$ cat src/rtl/clock_bcd_timekeeper_if.sv
// rtl/clock_bcd_timekeeper_if.sv - control inputs and BCD time outputs of the timekeeper
interface clock_bcd_timekeeper_if;
    logic       tick;
    logic       mode_btn;
    logic       inc_btn;
    logic [7:0] hour;
    logic [7:0] min;
    logic [7:0] sec;
    logic [2:0] set_sel;
    logic       min_co;
    logic       hour_co;
    logic       day_co;

    modport master (
        output tick, mode_btn, inc_btn,
        input  hour, min, sec, set_sel, min_co, hour_co, day_co
    );

    modport slave (
        input  tick, mode_btn, inc_btn,
        output hour, min, sec, set_sel, min_co, hour_co, day_co
    );
endinterface

$ cat src/rtl/clock_bcd_timekeeper.sv
// rtl/clock_bcd_timekeeper.sv - BCD hh:mm:ss timekeeper with RUN/SET_H/SET_M/SET_S adjust modes
module clock_bcd_timekeeper #(
    parameter logic [7:0] PRESET_H = 8'h00,
    parameter logic [7:0] PRESET_M = 8'h00,
    parameter logic [7:0] PRESET_S = 8'h00
) (
    input  logic                   CP,
    input  logic                   CR,
    clock_bcd_timekeeper_if.slave  bus
);

    typedef enum logic [1:0] {
        RUN   = 2'd0,
        SET_H = 2'd1,
        SET_M = 2'd2,
        SET_S = 2'd3
    } state_t;

    state_t     state;
    logic [7:0] hour_q;
    logic [7:0] min_q;
    logic [7:0] sec_q;
    logic       min_co_q;
    logic       hour_co_q;
    logic       day_co_q;

    logic run_tick;
    logic s_wrap;
    logic m_wrap;
    logic h_wrap;

    // Two-digit BCD increment that rolls over to 00 after reaching top.
    function automatic logic [7:0] bcd_inc(input logic [7:0] v, input logic [7:0] top);
        if (v == top)
            return 8'h00;
        else if (v[3:0] == 4'd9)
            return {v[7:4] + 4'd1, 4'd0};
        else
            return {v[7:4], v[3:0] + 4'd1};
    endfunction

    assign run_tick = (state == RUN) && bus.tick;
    assign s_wrap   = (sec_q == 8'h59);
    assign m_wrap   = (min_q == 8'h59);
    assign h_wrap   = (hour_q == 8'h23);

    always_ff @(posedge CP or negedge CR) begin
        if (!CR) begin
            state     <= RUN;
            hour_q    <= PRESET_H;
            min_q     <= PRESET_M;
            sec_q     <= PRESET_S;
            min_co_q  <= 1'b0;
            hour_co_q <= 1'b0;
            day_co_q  <= 1'b0;
        end else begin
            min_co_q  <= run_tick && s_wrap;
            hour_co_q <= run_tick && s_wrap && m_wrap;
            day_co_q  <= run_tick && s_wrap && m_wrap && h_wrap;

            // A tick in RUN is counted even when mode_btn leaves RUN on this same edge.
            if (run_tick) begin
                sec_q <= bcd_inc(sec_q, 8'h59);
                if (s_wrap)
                    min_q <= bcd_inc(min_q, 8'h59);
                if (s_wrap && m_wrap)
                    hour_q <= bcd_inc(hour_q, 8'h23);
            end

            if (bus.mode_btn) begin
                case (state)
                    RUN:     state <= SET_H;
                    SET_H:   state <= SET_M;
                    SET_M:   state <= SET_S;
                    default: state <= RUN;
                endcase
            end else if (bus.inc_btn) begin
                case (state)
                    SET_H:   hour_q <= bcd_inc(hour_q, 8'h23);
                    SET_M:   min_q  <= bcd_inc(min_q, 8'h59);
                    SET_S:   sec_q  <= bcd_inc(sec_q, 8'h59);
                    default: ;
                endcase
            end
        end
    end

    always_comb begin
        bus.set_sel = 3'b000;
        case (state)
            SET_H:   bus.set_sel = 3'b100;
            SET_M:   bus.set_sel = 3'b010;
            SET_S:   bus.set_sel = 3'b001;
            default: bus.set_sel = 3'b000;
        endcase
    end

    assign bus.hour    = hour_q;
    assign bus.min     = min_q;
    assign bus.sec     = sec_q;
    assign bus.min_co  = min_co_q;
    assign bus.hour_co = hour_co_q;
    assign bus.day_co  = day_co_q;

endmodule

$ cat src/flat_wrapper.sv
// flat-port wrapper written by rule: the top's interface ports become plain ports
module clock_bcd_timekeeper_flat 
#(
    parameter logic [7:0] PRESET_H = 8'h00,
    parameter logic [7:0] PRESET_M = 8'h00,
    parameter logic [7:0] PRESET_S = 8'h00
)
  (CP, CR, bus_tick, bus_mode_btn, bus_inc_btn, bus_hour, bus_min, bus_sec, bus_set_sel, bus_min_co, bus_hour_co, bus_day_co);
  clock_bcd_timekeeper_if bus_i ();
  input  logic CP;
  input  logic CR;
  input wire logic [$bits(bus_i.tick)-1:0] bus_tick;
  input wire logic [$bits(bus_i.mode_btn)-1:0] bus_mode_btn;
  input wire logic [$bits(bus_i.inc_btn)-1:0] bus_inc_btn;
  output wire logic [$bits(bus_i.hour)-1:0] bus_hour;
  output wire logic [$bits(bus_i.min)-1:0] bus_min;
  output wire logic [$bits(bus_i.sec)-1:0] bus_sec;
  output wire logic [$bits(bus_i.set_sel)-1:0] bus_set_sel;
  output wire logic [$bits(bus_i.min_co)-1:0] bus_min_co;
  output wire logic [$bits(bus_i.hour_co)-1:0] bus_hour_co;
  output wire logic [$bits(bus_i.day_co)-1:0] bus_day_co;
  assign bus_i.tick = bus_tick;
  assign bus_i.mode_btn = bus_mode_btn;
  assign bus_i.inc_btn = bus_inc_btn;
  assign bus_hour = bus_i.hour;
  assign bus_min = bus_i.min;
  assign bus_sec = bus_i.sec;
  assign bus_set_sel = bus_i.set_sel;
  assign bus_min_co = bus_i.min_co;
  assign bus_hour_co = bus_i.hour_co;
  assign bus_day_co = bus_i.day_co;
  clock_bcd_timekeeper #(.PRESET_H(PRESET_H), .PRESET_M(PRESET_M), .PRESET_S(PRESET_S)) u_core (.CP(CP), .CR(CR), .bus(bus_i));
endmodule
$ cat config.mk
export PLATFORM = sky130hd
export DESIGN_NAME = clock_bcd_timekeeper_flat
export DESIGN_NICKNAME = d
export VERILOG_FILES = /design/src/rtl/clock_bcd_timekeeper_if.sv /design/src/rtl/clock_bcd_timekeeper.sv /design/src/flat_wrapper.sv
export SDC_FILE = /design/constraint.sdc
export NUM_CORES = 1
export LEC_CHECK = 0
export CORE_UTILIZATION = 60
export DETAILED_ROUTE_END_ITERATION = 12
export DONT_BUFFER_PORTS = 1
export PLACE_DENSITY = 0.84
export SLEW_MARGIN = 20
export SYNTH_ARGS = -nofsm -noshare
export SYNTH_HDL_FRONTEND = slang
export SYNTH_SLANG_ARGS = --single-unit
$ cat constraint.sdc
create_clock -name CP -period 2.2 [get_ports CP]
set_clock_uncertainty 0.1 [all_clocks]
set_input_delay 0.44 -clock CP [delete_from_list [all_inputs] [get_ports CP]]
set_output_delay 0.44 -clock CP [all_outputs]
set_load 0.01 [all_outputs]
* Yosys cells after proc, flatten, opt, wreduce, memory -nomap -nowiden
Cells that the tools add are included.
** Cells by class
- Add/sub/neg operators :: 6
- Equal/unequal tests :: 9
- Multiplexer cells :: 22
- Reduce and logical (&&, ||, !) cells :: 6
** Operator list (number)
- $mux W8 :: 20
- $add A4 B1 Y4 const B :: 6
- $eq A8 B7 Y1 const B :: 2
- $eq A4 B4 Y1 const B :: 3
- $pmux W3 S3 :: 1
- $eq A8 B6 Y1 const B :: 1
- $pmux W2 S3 :: 1
- $logic_and A1 B1 Y1 :: 5
- $eq A2 B2 Y1 const B :: 2
- $eq A2 B1 Y1 const B :: 1
- $logic_not A2 Y1 :: 1
** Storage, ports and cells
- Flip-flop bits (word level) :: 29
- Output and inout port bits :: 30

* Depth between registers and ports, before layout
- Depth after elaboration :: 8
- Mapped depth :: 7
- Gate-level depth less buffers :: 6

* Worst setup path after synthesis
OpenSTA, ideal clock, no wires.
- Path kind :: reg2reg
- Start point :: reg u_core.sec_q[1] (netlist: u_core.bus.sec[1])
- End point :: reg u_core.hour_q[2] (netlist: u_core.bus.hour[2])
- Data arrival time :: 1.740 ns
- Slack :: 0.232 ns
- Cell stages (with the launch flop) :: 7
- Path buffers :: 0
- Cells stage by stage :: dfrtp_1 -> inv_1 -> ha_1 -> nand4b_2 -> nor4b_4 -> o21ai_1 -> mux2_1
** Between the ends
- Longest elaborated chain between the ends :: 7
** RTL lines
- start: declaration :: line clock_bcd_timekeeper.sv:22 : logic [7:0] sec_q;
- start signal: assignment :: line clock_bcd_timekeeper.sv:63 : sec_q <= bcd_inc(sec_q, 8'h59);
- start signal: assignment :: line clock_bcd_timekeeper.sv:81 : SET_S: sec_q <= bcd_inc(sec_q, 8'h59);
- $eq A8 B7 Y1 (*) :: line clock_bcd_timekeeper.sv:43 : assign s_wrap = (sec_q == 8'h59);
- $logic_and A1 B1 Y1 (*) :: line clock_bcd_timekeeper.sv:66 : if (s_wrap && m_wrap)
- $mux W8 (*) :: line clock_bcd_timekeeper.sv:66
- $mux W8 (*) :: line clock_bcd_timekeeper.sv:62 : if (run_tick) begin
- $mux W8 :: line clock_bcd_timekeeper.sv:78 : case (state)
- $mux W8 :: line clock_bcd_timekeeper.sv:77 : end else if (bus.inc_btn) begin
- $mux W8 (*) :: line clock_bcd_timekeeper.sv:70 : if (bus.mode_btn) begin
- end signal: assignment :: line clock_bcd_timekeeper.sv:67 : hour_q <= bcd_inc(hour_q, 8'h23);
- end signal: assignment :: line clock_bcd_timekeeper.sv:79 : SET_H: hour_q <= bcd_inc(hour_q, 8'h23);
- end: declaration :: line clock_bcd_timekeeper.sv:20 : logic [7:0] hour_q;
Mark *: on every way between the ends. The rest lies on a longest branch, timed or not.
A chain may end at the register's enable or synchronous reset.

* Worst setup path after layout
- Start point :: reg u_core.sec_q[5] (netlist: u_core.bus.sec[5])
- End point :: reg u_core.hour_q[7] (netlist: u_core.bus.hour[7])
The elaborated chain is that of the path after synthesis.

==> metrics.txt <==
# TYPE chip_impl_metric gauge
chip_impl_metric{name="detail_route.wirelength",unit="mm"} 3.351
chip_impl_metric{name="detailedPlace.worstSlack",unit="ns"} 0.1736
chip_impl_metric{name="dr.first_iter.drc_count",unit=""} 16
chip_impl_metric{name="ys_warnings",unit=""} 0
chip_impl_metric{name="period_share",unit="%"} 91.54
chip_impl_metric{name="detailed_placement_wirelength_estimate",unit="mm"} 2.549
chip_impl_metric{name="initial_utilization",unit="%"} 65.34
chip_impl_metric{name="comb_power_share",unit="%"} 38.8
chip_impl_info{name="synth.area.top_cells",value="dfrtp_1, ha_1, mux2_2, o21ai_0, nor2_1"} 1
chip_impl_metric{name="clk_lat_worst_skew",unit="ns"} 0.33
chip_impl_metric{name="synth-edff-count",unit=""} 0
chip_impl_metric{name="gp_routability_congestion",unit=""} 0.7860
chip_impl_metric{name="layout.filler_cells",unit=""} 187
chip_impl_metric{name="final.min_clock_period",unit="ns"} 2.014
chip_impl_metric{name="drt-pass1-iter-count",unit=""} 5
chip_impl_metric{name="die_width",unit="um"} 54.65
chip_impl_metric{name="ys_async_sr_fraction",unit="%"} 100.0
chip_impl_metric{name="relSlewSlack",unit="%"} 72.66
chip_impl_metric{name="clock_pin_slew_on_the_worst_setup_and_hold_paths",unit="ns"} 0.08
chip_impl_metric{name="io_pins",unit=""} 35
chip_impl_info{name="status",value="completed"} 1
chip_impl_metric{name="final-setup-viol-count",unit=""} 0
chip_impl_metric{name="grt.total_usage",unit="%"} 27.11
chip_impl_metric{name="area_delta_synth_final",unit="%"} 9.631
chip_impl_metric{name="worst_pin_slew",unit="ns"} 0.4092
chip_impl_metric{name="required",unit="ns"} 2.32
chip_impl_metric{name="final.setup.tns",unit="ns"} 0
chip_impl_info{name="hold_start",value="bus_mode_btn"} 1
chip_impl_metric{name="synthCells",unit=""} 156
chip_impl_metric{name="synth_nets",unit=""} 177
chip_impl_metric{name="synth_cell_types",unit=""} 40
chip_impl_metric{name="max_freq",unit="GHz"} 0.4966
chip_impl_metric{name="detailroute.via_count",unit=""} 1243
chip_impl_metric{name="fin_nets",unit=""} 191
chip_impl_metric{name="via_count_of_the_first_global_routing_pass",unit=""} 1241
chip_impl_info{name="worstSetupStartpointType",value="flip-flop"} 1
chip_impl_metric{name="power.share.switching",unit="%"} 42.24
chip_impl_metric{name="timing.reg2reg.setup_slack",unit="ns"} 0.19
chip_impl_metric{name="grt_first_pass_wirelength",unit="mm"} 5.513
chip_impl_metric{name="ant_nets",unit=""} 0
chip_impl_metric{name="worstRegToRegCells",unit=""} 7
chip_impl_info{name="holdPathEnd",value="u_core.state[1]$_DFFE_PN0P_"} 1
chip_impl_metric{name="core_area",unit="sq um"} 2545
chip_impl_metric{name="postCtsSetupRepairBufs",unit=""} 0
chip_impl_info{name="yosys.area.top_type",value="dfrtp_1"} 1
chip_impl_metric{name="numCtsBuffers",unit=""} 5
chip_impl_metric{name="relative_contribution_of_the_clock_network_to_total_power",unit="%"} 14.6
chip_impl_metric{name="route.detailed.wl_per_inst",unit="um"} 16.67
chip_impl_info{name="setup_repair_after_global_routing_missed_its_margin",value="false"} 1
chip_impl_info{name="cts_tree",value="yes"} 1
chip_impl_metric{name="cellLeakagePower",unit="nW"} 0.8934
chip_impl_metric{name="grt_max_degree",unit=""} 30
chip_impl_info{name="ys_top_cells_by_count",value="dfrtp_1, ha_1, o21ai_0"} 1
chip_impl_metric{name="post_cts_resized",unit=""} 0
chip_impl_metric{name="final_hold_viol_count",unit=""} 0
chip_impl_info{name="crit_type",value="reg -> reg"} 1
chip_impl_metric{name="power-per-cell-area",unit="nW/um^2"} 1157
chip_impl_metric{name="core.rowCount",unit=""} 18
chip_impl_info{name="root_buffer",value="clkbuf_4"} 1
chip_impl_metric{name="seq_power_share",unit="%"} 46.6
chip_impl_metric{name="post_route_cells_drive_above_1_share",unit="%"} 15.79
chip_impl_metric{name="switching_power",unit="mW"} 0.8907
chip_impl_metric{name="ctsHtreeMaxLevel",unit=""} 2
chip_impl_metric{name="drt_drc_violations_left",unit=""} 0
chip_impl_metric{name="power_report.internal_total",unit="mW"} 1.218
chip_impl_info{name="endpoint_of_the_worst_register_to_register_path",value="u_core.bus.hour[7]$_DFF_PN0_"} 1
chip_impl_metric{name="holdPathStages",unit=""} 1
chip_impl_metric{name="arrival",unit="ns"} 2.13
chip_impl_metric{name="cts_sinks",unit=""} 29
chip_impl_metric{name="port_buffers",unit=""} 0
chip_impl_metric{name="syn-cell-area",unit="sq um"} 1663
chip_impl_metric{name="vdd_drop_max",unit="mV"} 1.012
chip_impl_metric{name="gr-total-overflow",unit=""} 0
chip_impl_metric{name="cts_buffer_depth",unit=""} 2
chip_impl_metric{name="timing.final.ws_setup",unit="ns"} 0.1861
chip_impl_metric{name="seq_area_frac_synth",unit="%"} 43.64
chip_impl_info{name="timing.critical_path.to_type",value="flip-flop"} 1
chip_impl_info{name="hold_path_class",value="in -> reg"} 1
chip_impl_metric{name="finalMaxSlewViolations",unit=""} 0
chip_impl_metric{name="synth_top_area_share",unit="%"} 43.64
chip_impl_metric{name="worst-path-max-fanout",unit=""} 6
chip_impl_metric{name="avgSynthCellArea",unit="sq um"} 10.66
chip_impl_metric{name="final_design_instance_area_without_fill",unit="sq um"} 1823
chip_impl_metric{name="vias_per_cell",unit=""} 6.184
chip_impl_metric{name="antenna_found_initial",unit=""} 0
chip_impl_metric{name="synth-seq-cells",unit=""} 29
chip_impl_metric{name="n_antenna_cell",unit=""} 0
chip_impl_info{name="worst_r2r_startpoint",value="u_core.bus.sec[5]$_DFF_PN0_"} 1
chip_impl_info{name="synth_top_flop_cell",value="dfrtp_1"} 1
chip_impl_metric{name="drv.max_cap_violation_count",unit=""} 0
chip_impl_metric{name="die-area",unit="sq um"} 2986
chip_impl_metric{name="post_dp_cell_area",unit="sq um"} 1744
chip_impl_info{name="post-synth-top-count-cell",value="dfrtp_1"} 1
chip_impl_metric{name="die_h",unit="um"} 54.65
-- worst max path at each step --
stage	start	end	slack (ns)	depth (start not counted)
global route	u_core.bus.sec[5]$_DFF_PN0_	u_core.bus.hour[5]$_DFF_PN0_	0.01	7
CTS	u_core.bus.sec[5]$_DFF_PN0_	u_core.bus.hour[7]$_DFF_PN0_	0.15	7
global placement	u_core.bus.sec[5]$_DFF_PN0_	u_core.bus.hour[7]$_DFF_PN0_	0.24	7
floorplan	u_core.bus.sec[1]$_DFF_PN0_	u_core.bus.hour[2]$_DFF_PN0_	0.23	6
detailed placement	u_core.bus.sec[5]$_DFF_PN0_	u_core.bus.hour[7]$_DFF_PN0_	0.17	7
finish	u_core.bus.sec[5]$_DFF_PN0_	u_core.bus.hour[7]$_DFF_PN0_	0.19	7
-- layer usage --
layer	routed length [um]	track usage (%)	part of all wire [%]	vias up
met5	0	0	0	-
met4	74	14.10	2.2	0
met3	191	9.167	5.7	10
met2	1738	44.38	52	38
met1	1346	30.96	40	604
li1	-	-	-	591
-- critical path, stage by stage, from the launching register on --
cell	delay [ns]
dfrtp_1	0.45
inv_1	0.10
ha_1	0.21
nand4b_2	0.19
nor4b_4	0.38
buf_4	0.21
o211ai_1	0.12
xnor2_1	0.14
-- state kept, by name, summed over array words and instances (netlist names) --
signal              flops
u_core.bus.min          8
u_core.state            2
u_core.bus.hour         8
u_core.bus.min_co       1
u_core.bus.day_co       1
u_core.bus.hour_co      1
u_core.bus.sec          8
-- timing repair --
item,4_1_cts,5_1_grt
setup endpoints to repair,0,2
hold buffers,2,0
hold endpoints to repair,29,0
-- cells in the final DEF (no fill, tap or decap), types with 2 or more instances in the layout --
master / count
o211ai_1: 3
a22o_1: 2
clkbuf_4: 5
buf_4: 7
clkbuf_1: 3
ha_1: 16
nand3b_1: 3
mux2_4: 2
and3_1: 4
inv_1: 10
nand3_1: 2
nor2_1: 12
nand4b_2: 2
and3b_1: 4
mux2_2: 7
nor2b_1: 5
a21oi_1: 3
o21a_1: 3
o21ai_0: 13
nand2_1: 11
dfrtp_1: 29
o2bb2ai_1: 4
-- power by group through the flow --
stage,clock network (mW),registers (mW),logic [mW]
after floorplan,0,0.975,0.561
after global placement,0,0.975,0.738
after detailed placement,0,0.997,0.800
after global routing,0.336,1.02,0.925
final,0.307,0.983,0.818
after CTS,0.312,0.987,0.821
-- logic make-up (layout without fill, tap and decap cells) --
group | after synthesis | after routing | share of synthesized area (%)
buf+inv | 12 | 27 | 2.784
compound gates | 35 | 35 | 13.92
mux | 11 | 11 | 7.826
xor+xnor | 1 | 1 | 0.5268
simple gates | 52 | 52 | 19.26
flops | 29 | 29 | 43.64
fa+ha+maj | 16 | 16 | 12.04
-- final cells by class --
| class | count | area, sq um | share of cell area (%) |
|---|---|---|---|
| Clock buffer | 8 | 48.80 | 2.677 |
| Multi-Input combinational cell | 115 | 890.9 | 48.87 |
| Sequential cell | 29 | 725.7 | 39.81 |
| Timing Repair Buffer | 9 | 82.58 | 4.530 |
| Inverter | 10 | 37.54 | 2.059 |
| Tap cell | 30 | 37.54 | 2.059 |
-- metrics by stage --
step,utilization [%],total power [mW],cells,hold slack [ns]
floorplan,-,1.536,156,0.04441
global placement,68.53,1.713,191,0.04504
detailed placement,68.53,1.797,191,0.04503
CTS,71.63,2.120,201,0.09215
global route,71.63,2.281,201,0.08448
finish,71.63,2.109,201,0.09543
Note: power is estimated with default switching activity, not from simulation.
